[config.mk]
export PLATFORM = sky130hd
export DESIGN_NAME = decoder_4x16_sync
export DESIGN_NICKNAME = d
export VERILOG_FILES = /design/src/rtl/decoder_pkg.sv /design/src/rtl/decoder_2x4.sv /design/src/rtl/decoder_4x16_sync.sv
export SDC_FILE = /design/constraint.sdc
export NUM_CORES = 1
export LEC_CHECK = 0
export ABC_AREA = 1
export BUFFER_PORTS_ARGS = -buffer_cell sky130_fd_sc_hd__buf_2
export CAP_MARGIN = 10
export CORE_AREA = 4 4 41 43
export CTS_CLUSTER_DIAMETER = 100
export DETAILED_ROUTE_END_ITERATION = 8
export DIE_AREA = 0 0 45 47
export GPL_TIMING_DRIVEN = 0
export PLACE_DENSITY = 0.77
export RECOVER_POWER = 50
export SKIP_CTS_REPAIR_TIMING = 1
export SYNTH_ARGS = -nofsm -noshare
export SYNTH_HDL_FRONTEND = slang
export SYNTH_SLANG_ARGS = --single-unit
[constraint.sdc]
create_clock -name clk -period 0.8 [get_ports clk]
set_clock_uncertainty 0.1 [all_clocks]
set_input_delay 0.16 -clock clk [delete_from_list [all_inputs] [get_ports clk]]
set_output_delay 0.16 -clock clk [all_outputs]
set_load 0.1 [all_outputs]
[src/rtl/decoder_pkg.sv]
// Shared widths, types and the one-hot helper for the registered 4-to-16 decoder.
// onehot_ok is only used when DECODER_4X16_ONEHOT_CHK_EN is defined.
package decoder_pkg;

    localparam int unsigned DEC_IN_W    = 4;
    localparam int unsigned DEC_OUT_W   = 16;
    localparam int unsigned DEC_GRP_W   = 2;
    localparam int unsigned DEC_NUM_GRP = 4;

    typedef logic [DEC_IN_W-1:0]  dec_sel_t;
    typedef logic [DEC_OUT_W-1:0] dec_onehot_t;

    // True when exactly one bit is set.
    function automatic logic onehot_ok(input dec_onehot_t v);
        return (v != '0) && ((v & (v - dec_onehot_t'(1))) == '0);
    endfunction

endpackage

[src/rtl/decoder_2x4.sv]
// Combinational 2-to-4 one-hot decoder stage with enable; all outputs low when disabled.
module decoder_2x4 (
    input  logic       en,
    input  logic [1:0] sel,
    output logic [3:0] y
);

    always_comb begin
        y = '0;
        if (en) begin
            y[sel] = 1'b1;
        end
    end

endmodule

[src/rtl/decoder_4x16_sync.sv]
// Registered 4-to-16 one-hot decoder built from 2-to-4 stages, with optional output inversion.
// Optional one-hot integrity monitor (onehot_err port) enabled by DECODER_4X16_ONEHOT_CHK_EN.
module decoder_4x16_sync
    import decoder_pkg::*;
#(
    parameter bit OUT_ACTIVE_LOW = 1'b0
) (
    input  logic        clk,
    input  logic        rst_n,
    input  dec_sel_t    inputs,
    input  logic        en,
    output dec_onehot_t outputs,
    output logic        valid
`ifdef DECODER_4X16_ONEHOT_CHK_EN
   ,output logic        onehot_err
`endif
);

    logic [DEC_NUM_GRP-1:0] grp_en;
    dec_onehot_t            dec_d;
    dec_onehot_t            dec_q;
    logic                   valid_q;

    decoder_2x4 u_grp (
        .en  (en),
        .sel (inputs[DEC_IN_W-1:DEC_GRP_W]),
        .y   (grp_en)
    );

    for (genvar g = 0; g < DEC_NUM_GRP; g++) begin : g_leaf
        decoder_2x4 u_leaf (
            .en  (grp_en[g]),
            .sel (inputs[DEC_GRP_W-1:0]),
            .y   (dec_d[4*g +: 4])
        );
    end

    // Register holds the active-high decode; polarity is applied only at the port.
    always_ff @(posedge clk or negedge rst_n) begin
        if (!rst_n) begin
            dec_q   <= '0;
            valid_q <= 1'b0;
        end else begin
            dec_q   <= dec_d;
            valid_q <= en;
        end
    end

    assign outputs = OUT_ACTIVE_LOW ? ~dec_q : dec_q;
    assign valid   = valid_q;

`ifdef DECODER_4X16_ONEHOT_CHK_EN
    logic err_d;
    logic err_q;

    always_comb begin
        err_d = 1'b0;
        if (valid_q) begin
            err_d = !onehot_ok(dec_q);
        end else begin
            err_d = (dec_q != '0);
        end
    end

    always_ff @(posedge clk or negedge rst_n) begin
        if (!rst_n) begin
            err_q <= 1'b0;
        end else begin
            err_q <= err_d;
        end
    end

    assign onehot_err = err_q;
`endif

endmodule

======== Yosys cells after proc, flatten, opt, wreduce, memory -nomap -nowiden ========
Index checks and enable logic that the tools add are counted.
word-level totals
  register bits ........................... 17
  bits in latches ......................... 0
  RAM bits ................................ 0
  memory bits (read-only) ................. 0
  bits of input ports ..................... 7
  word-level logic and storage cells ...... 17
  memories ................................ 0
cells by class
  add/sub/neg operators ................... 0
  multipliers ............................. 0
  div/mod/pow operators ................... 0
  magnitude comparators ................... 4
  equal/unequal tests ..................... 0
  shift-type cells ........................ 0
  mux-type cells .......................... 9
  bitwise logic cells ..................... 0
  reductions and logical operators ........ 2
operators with widths
  operator                                                                              number
  4-bit 2-to-1 mux                                                                      5
  2-bit by 3-bit less-than comparator with 1-bit output (second input constant)         2
  1-bit demux with 2-bit select                                                         2
  2-bit by 1-bit greater-or-equal comparator with 1-bit output (second input constant)  2
  1-bit logical AND                                                                     2
  1-bit 2-to-1 mux                                                                      2

======== Longest topological paths before layout ========
Gate-level depths: netlist (run 1).
  depth after elaboration ................. 6
  depth in mapped cells ................... 3
  mapped depth without buffers ............ 3

======== Cells and area by module ========
A second synthesis (run 1) with hierarchy kept.
unflattened totals
  cells, all modules ...................... 57
  area, all modules ....................... 575.6 µm²
by module, submodules not included
  module             times used  cells each  area an instance (µm²)
  decoder_4x16_sync  1           17          425.4
  decoder_2x4        5           8           30.0

======== Least setup slack after synthesis (run 1) ========
OpenSTA, ideal clock, no wires.
  path type ............................... register -> output
  from .................................... register dec_q[0] (netlist: outputs[0])
  to ...................................... output outputs[0]
  data arrival time ....................... 883 ps
  path slack .............................. -343 ps
  stages on the path, launching flop included .. 1
  cell sequence ........................... dfrtp_1
RTL lines
  element                 RTL line                 RTL
  from (decl)             decoder_4x16_sync.sv:21  dec_onehot_t dec_q;
  from (signal assigned)  decoder_4x16_sync.sv:41  dec_q <= '0;
  from (signal assigned)  decoder_4x16_sync.sv:44  dec_q <= dec_d;
  to (decl)               decoder_4x16_sync.sv:12  output dec_onehot_t outputs,
No word-level cell between the ends.

======== Worst setup path in the final report (run 1) ========
  from .................................... register valid_q (netlist: valid)
  to ...................................... output valid
RTL lines
  element                 RTL line                 RTL
  from (decl)             decoder_4x16_sync.sv:22  logic valid_q;
  from (signal assigned)  decoder_4x16_sync.sv:45  valid_q <= en;
  to (decl)               decoder_4x16_sync.sv:13  output logic valid
No word-level cell between the ends.

==> reports/qor.yml, run 1 <==
status:
  status: "finished, violations left"
  violations: "negative setup slack"
yosys:
  seq_area_frac_synth: 0.791
  syn_inst: 46
  yosys_register_bits: 17
  synth_area_per_cell_um2: 11.7
  synth_fp_nets: 53
  mappedNetlistArea_um2: 538
  synth_cell_type_count: 5
  yosys_warnings: 0
sta:
  maxSlewViolCount: 0
  setup_viol: 17
  finalCritPeriodShare: 1.54
  max_freq_mhz: 813
  finalHoldViolCount: 0
  setup-tns-final_ps: -7130
  tightest_slew_ps: 377
  period_needed_ps: 1230
  setup_ws_ps: -431
  rsz0062_at_grt: "true"
  hold_ws_ps: 110
  relSlewSlack: 0.749
global_route:
  track_usage: 0.124
  grt_first_pass_wirelength_um: 1750
  first_global_vias: 403
  grt_max_degree: 18
  antenna_found_initial: 0
  gr-total-overflow: 0
floorplanning:
  die_area_um2: 2120
  ios: 24
  coreArea_um2: 1300
  initial_core_util: 0.413
  die_h_um: 47
  chipWidth_um: 45
  row_count: 13
routing:
  wirelength_um: 1390
  postRouteAntennaNets: 0
  drt_iter0_drc: 8
  wl_per_cell_um: 15.4
  firstDrtPassIters: 4
  drc: 0
  via_per_inst: 4.70
  vias: 423
pwr:
  power_leakage_nw: 0.443
  p_total_mw: 1.62
  power_density_nw_per_um2: 1590
  ir_drop_mv: 1.13
worst_setup_path:
  crit_required_ps: 540
  crit_chain: "buf_12"
  critPathTopFamily: "flip-flops"
  cp-start-kind: "flip-flop"
  critical_path.max_stage_delay_ps: 500
  critPathCaptureType: "output pin"
  cp_num_buf_inv: 1
  cp.arrival_ps: 970
  slowest_stage: "dfrtp_4"
  critPathKind: "reg2out"
  worst-path-max-fanout: 1
clocking:
  clkSinkCount: 17
  clk_pin_slew_ps: 90
  clock_path_buffers: 2
  h-tree-depth: 1
  numCtsBuffers: 3
  cts.root.buffer_cell: "clkbuf_4"
  cts_tree: "yes"
placed_design:
  io_buffers: 23
  hpwl_um: 851
  gp_congestion: 0.700
  placed_cells: 84
final_layout:
  final_layout_size_suffix_gt1_frac: 0.573
  final_cells: 90
  final_core_util: 0.782
  antennaDiodeCount: 0
  syn2layout_area_growth_pct: 89.1
  fin_nets: 83
min_path:
  hold_class: "in2reg"
run:
  cap_violations: 0
-- registers in the layout, indices dropped and copies added, names as in the netlist --
signal and flops:
outputs 16, valid 1
-- area by class of cell --
type,instances,area [um2]
multi-input combinational,25,97.6
clock buffer,3,22.5
inverter,4,15.0
sequential,17,489
fill,86,284
tap,15,18.8
clock inverter,1,5.00
timing repair buffer,25,369
-- cells in the mapped netlist --
master	number	area [um2]
nor2_1	17	63.8
nand2_1	5	18.8
nand3_1	3	15.0
dfrtp_1	17	425
inv_1	4	15.0
-- kinds of logic after synthesis --
logic type,count (synthesis),share of synthesized area
flip-flops,17,0.791
AND/OR/NAND/NOR,25,0.181
buffers and inverters,4,0.0279
-- worst paths after layout --
check                      slack (ps)  depth (start not counted)          end       from
worst min-delay path              110                          3  outputs[10]  inputs[1]
worst max-delay path             -430                          1        valid      valid
max in group asynchronous          80                          2   outputs[6]      rst_n
min in group asynchronous         220                          2  outputs[14]      rst_n
-- routing by layer --
metal / wire length (um) / share of wire / up-vias / global-route usage
li1: - / - / 197 / -
met1: 502 / 0.36 / 206 / 0.138
met2: 787 / 0.57 / 17 / 0.215
met3: 67 / 0.048 / 3 / 0.0230
met4: 28 / 0.020 / 0 / 0.0877
met5: 0 / 0 / - / 0
-- where the power goes --
part,total (mW),internal (mW),switching [mW],leakage [nW]
logic,0.266,0.0818,0.185,0.224
clock network,0.455,0.186,0.269,0.0177
registers,0.896,0.883,0.0136,0.201
-- metrics by stage --
| stage | setup WS, ps | area [um2] |
|---|---|---|
| after floorplan | -52.2 | 602 |
| after global placement | -248 | 736 |
| after detailed placement | -258 | 736 |
| after CTS | -588 | 763 |
| after global routing | -461 | 1020 |
| final | -431 | 1020 |
-- cell usage in the layout, fill, tap and decap left out --
master,n
clkbuf_1,1
clkbuf_4,3
inv_1,4
nand2_1,5
nor2_1,17
nand3_1,3
buf_2,5
dlygate4sd3_1,2
dfrtp_4,17
buf_12,13
clkinv_2,1
buf_8,4
No activity file was read; power rests on OpenSTA's default activity.
==> run 2: changes to the inputs <==
--- a/config.mk
+++ b/config.mk
@@ -14,7 +14,6 @@
 export DIE_AREA = 0 0 45 47
 export GPL_TIMING_DRIVEN = 0
 export PLACE_DENSITY = 0.77
-export RECOVER_POWER = 50
 export SKIP_CTS_REPAIR_TIMING = 1
 export SYNTH_ARGS = -nofsm -noshare
 export SYNTH_HDL_FRONTEND = slang
==> reports/qor.yml, run 2 (synthesis results as in run 1) <==
status:
  status: "finished, violations left"
  violations: "negative setup slack"
sta:
  finalCritPeriodShare: 1.54  # +0.00392
  maxSlewViolCount: 0  # unchanged
  max_freq_mhz: 811  # -0.25%
  setup_viol: 17  # unchanged
  setup_ws_ps: -434  # -3.14 ps
  finalHoldViolCount: 0  # unchanged
  rsz0062_at_grt: "true"
  relSlewSlack: 0.749  # about the same
  period_needed_ps: 1230  # +3.14 ps
  tightest_slew_ps: 376  # -0.661 ps
min_path:
  whs_endpoint: "outputs[12]"
  hold_class: "in2reg"
  hold_depth: 3  # unchanged
  hold_start: "inputs[2]"
worst_setup_path:
  critical_path.max_stage_delay_ps: 500  # about the same
  crit_required_ps: 540  # about the same
  cp.arrival_ps: 970  # about the same
  slowest_stage: "dfrtp_4"
  critPathCaptureType: "output pin"
  worst-path-max-fanout: 1  # unchanged
  cp_num_buf_inv: 1  # unchanged
  worstSetupPathDepth: 1  # unchanged
  cp-start-kind: "flip-flop"
  critPathTopFamily: "flip-flops"
  critPathKind: "reg2out"
  crit_chain: "buf_12"
final_layout:
  syn2layout_area_growth_pct: 89.3
  fin_nets: 83  # unchanged
  seqCellArea_um2: 489  # unchanged
  fillers: 85  # -1.2%
  final_layout_size_suffix_gt1_frac: 0.587  # +0.0133
  largest_register_ff_count: 16  # unchanged
  layout_common_cells: "nor2_1 (17), dfrtp_4 (17), buf_12 (13)"
  antennaDiodeCount: 0  # unchanged
  multi_input_area_um2: 97.6  # unchanged
  final_core_util: 0.783  # +0.000961
routing:
  drt_iter0_drc: 7  # -1
  drc: 0  # unchanged
  via_per_inst: 4.74  # +0.95%
  postRouteAntennaNets: 0  # unchanged
  wirelength_um: 1390  # +0.29%
  firstDrtPassIters: 4  # unchanged
  wl_per_cell_um: 15.4  # +0.29%
  vias: 427  # +0.95%
placed_design:
  place_ws_ps: -258  # unchanged
  hpwl_um: 851  # unchanged
  io_buffers: 23  # unchanged
  gp_congestion: 0.700  # unchanged
global_route:
  grt_max_degree: 18  # unchanged
  track_usage: 0.124  # unchanged
  antenna_found_initial: 0  # unchanged
  first_global_vias: 403  # unchanged
  gr-total-overflow: 0  # unchanged
  grt_first_pass_wirelength_um: 1750  # unchanged
floorplanning:
  coreArea_um2: 1300  # unchanged
  die_area_um2: 2120  # unchanged
  die_h_um: 47  # unchanged
  chipWidth_um: 45  # unchanged
  initial_core_util: 0.413  # unchanged
  row_count: 13  # unchanged
  ios: 24  # unchanged
clocking:
  clkSinkCount: 17  # unchanged
  numCtsBuffers: 3  # unchanged
  cts.root.buffer_cell: "clkbuf_4"
  h-tree-depth: 1  # unchanged
  clk_pin_slew_ps: 100  # about the same
  clock_path_buffers: 2  # unchanged
  cts_tree: "yes"
pwr:
  power_leakage_nw: 0.446  # +0.62%
  power_density_nw_per_um2: 1590  # +0.24%
  ir_drop_mv: 1.15  # +1.2%
run:
  cap_violations: 0  # unchanged
==> run 2: cell types whose count changed in the layout (fill, tap and decap cells not counted), sizes merged <==
| cell | previous run | this run |
|---|---|---|
| buf | 22 | 23 |
| clkbuf | 4 | 3 |
==> run 2: power by group <==
group / leakage (nW) / switching (mW) / internal (mW)
Sequential: 0.201 / 0.0135 / 0.883
Clock: 0.0177 / 0.274 / 0.186
Combinational: 0.227 / 0.184 / 0.0826
==> run 2: stage by stage <==
step | hold WS [ps] | TNS [ps] | cell area [um2] | power [mW] | cells
global route | 109 | -7580 | 1020 | 1.69 | 90
global placement | -20.2 | -4140 | 736 | 1.11 | 84
detailed placement | -5.23 | -4200 | 736 | 1.12 | 84
CTS | -321 | -9760 | 763 | 1.56 | 88
finish | 101 | -7170 | 1020 | 1.62 | 90
floorplan | -236 | -888 | 602 | 1.05 | 46
==> run 2: worst max-delay path by stage <==
stage               slack [ps]          to  startpoint
global placement          -250  outputs[8]  outputs[8]
detailed placement        -260  outputs[1]  outputs[1]
finish                    -430  outputs[8]  outputs[8]
floorplan                  -50  outputs[0]  outputs[0]
CTS                       -590       valid       valid
global route              -460       valid       valid
==> run 2: final cells by class <==
type	count	share of cell area
clock buffer	3	0.0221
clock inverter	1	0.00491
inverter	4	0.0147
multi-input combinational	25	0.0958
sequential	17	0.480
tap	15	0.0184
timing repair buffer	25	0.364
==> run 2: per-layer routing <==
metal | vias to the layer above | routed length (um) | global-route usage
met5 | - | 0 | 0
met4 | 0 | 29 | 0.0877
met3 | 3 | 67 | 0.0230
met2 | 17 | 785 | 0.215
li1 | 198 | - | -
met1 | 209 | 506 | 0.138
==> run 3: changes to the inputs <==
--- a/config.mk
+++ b/config.mk
@@ -14,6 +14,7 @@
 export DIE_AREA = 0 0 45 47
 export GPL_TIMING_DRIVEN = 0
 export PLACE_DENSITY = 0.77
+export SETUP_SLACK_MARGIN = 0.1
 export SKIP_CTS_REPAIR_TIMING = 1
 export SYNTH_ARGS = -nofsm -noshare
 export SYNTH_HDL_FRONTEND = slang
==> reports/qor.yml, run 3 (synthesis results as in run 1) <==
global_route:
  track_usage: 0.124  # unchanged
  grt_first_pass_wirelength_um: 1750  # unchanged
  gr-total-overflow: 0  # unchanged
  first_global_vias: 403  # unchanged
  antenna_found_initial: 0  # unchanged
  grt_max_degree: 18  # unchanged
worst_setup_path:
  critPathCaptureType: "output pin"
  cp-start-kind: "flip-flop"
  crit_required_ps: 540  # about the same
  cp.arrival_ps: 970  # about the same
  critical_path.max_stage_delay_ps: 500  # about the same
  worst-path-max-fanout: 1  # unchanged
  slowest_stage: "dfrtp_4"
  critPathKind: "reg2out"
  cp_num_buf_inv: 1  # unchanged
  critPathTopFamily: "flip-flops"
  crit_chain: "buf_12"
floorplanning:
  initial_core_util: 0.413  # unchanged
  ios: 24  # unchanged
  chipWidth_um: 45  # unchanged
  coreArea_um2: 1300  # unchanged
  row_count: 13  # unchanged
  die_h_um: 47  # unchanged
  die_area_um2: 2120  # unchanged
sta:
  rsz0062_at_grt: "true"
  max_freq_mhz: 813  # +0.31%
  maxSlewViolCount: 0  # unchanged
  setup_viol: 17  # unchanged
  finalHoldViolCount: 18  # +18
  finalCritPeriodShare: 1.54  # -0.00475
  hold_ws_ps: -337  # -437 ps
  tightest_slew_ps: 366  # -10.2 ps
  period_needed_ps: 1230  # -3.80 ps
  setup_ws_ps: -430  # +3.80 ps
  relSlewSlack: 0.756  # +0.00679
routing:
  wl_per_cell_um: 15.1  # -1.9%
  wirelength_um: 1330  # -4.1%
  drt_iter0_drc: 2  # -5
  postRouteAntennaNets: 0  # unchanged
  via_per_inst: 4.83  # +1.8%
  drc: 0  # unchanged
  vias: 425  # -0.47%
  firstDrtPassIters: 5  # +1
min_path:
  hold_class: "in2async"
clocking:
  clkSinkCount: 17  # unchanged
  clk_pin_slew_ps: 90  # about the same
  numCtsBuffers: 3  # unchanged
  cts_tree: "yes"
  clock_path_buffers: 2  # unchanged
  h-tree-depth: 1  # unchanged
  cts.root.buffer_cell: "clkbuf_4"
placed_design:
  place_area_um2: 736  # unchanged
  io_buffers: 23  # unchanged
  place_ws_ps: -258  # unchanged
  hpwl_um: 851  # unchanged
  gp_congestion: 0.700  # unchanged
pwr:
  power_density_nw_per_um2: 1610  # +1.0%
  p_total_mw: 1.61  # -0.96%
  power_leakage_nw: 0.438  # -1.9%
  ir_drop_mv: 1.13  # -1.5%
final_layout:
  finalInstanceArea_um2: 998  # -2.0%
  largest_register_ff_count: 16  # unchanged
  syn2layout_area_growth_pct: 85.6
  antennaDiodeCount: 0  # unchanged
  final_layout_size_suffix_gt1_frac: 0.603  # +0.0161
  fin_nets: 81  # -2.4%
  layout_common_cells: "nor2_1 (17), dfrtp_4 (17), buf_12 (13)"
status:
  violations: "negative hold slack, negative setup slack"
  status: "finished, violations left"
run:
  cap_violations: 0  # unchanged
[run 3: changes by cell type in the layout (fill, tap and decap cells not counted), sizes merged]
cell         previous run  this run
dlygate4sd3             2         0
[run 3: where the power goes]
part | internal [mW] | switching [mW]
registers | 0.883 | 0.0137
clock network | 0.186 | 0.267
logic | 0.0762 | 0.182
[run 3: layout make-up]
type                            instances  area, um2
Inverter                                4       15.0
Tap cell                               15       18.8
Fill cell                              91        303
Clock inverter                          1       5.00
Multi-Input combinational cell         25       97.6
Timing Repair Buffer                   23        350
Sequential cell                        17        489
Clock buffer                            3       22.5
[run 3: per-layer routing]
layer,track usage,wire (um)
met1,0.138,457
met4,0.0877,29
met3,0.0230,68
met2,0.215,776
met5,0,0
[run 3: final timing paths]
check                              end  cells after the start  start  slack [ps]
setup / recovery                 valid                      1  valid        -430
hold / removal             outputs[12]                      1  rst_n        -340
max in group asynchronous   outputs[2]                      1  rst_n         640
min in group clk                 valid                      1     en         -70
[run 3: per-stage QoR]
| stage | setup TNS [ps] | std cells | util |
|---|---|---|---|
| 2_1_floorplan | -888 | 46 | - |
| 3_3_place_gp | -4140 | 84 | 0.565 |
| 3_5_place_dp | -4200 | 84 | 0.565 |
| 4_1_cts | -9760 | 88 | 0.587 |
| 5_1_grt | -7580 | 88 | 0.767 |
| 6_report | -7120 | 88 | 0.767 |
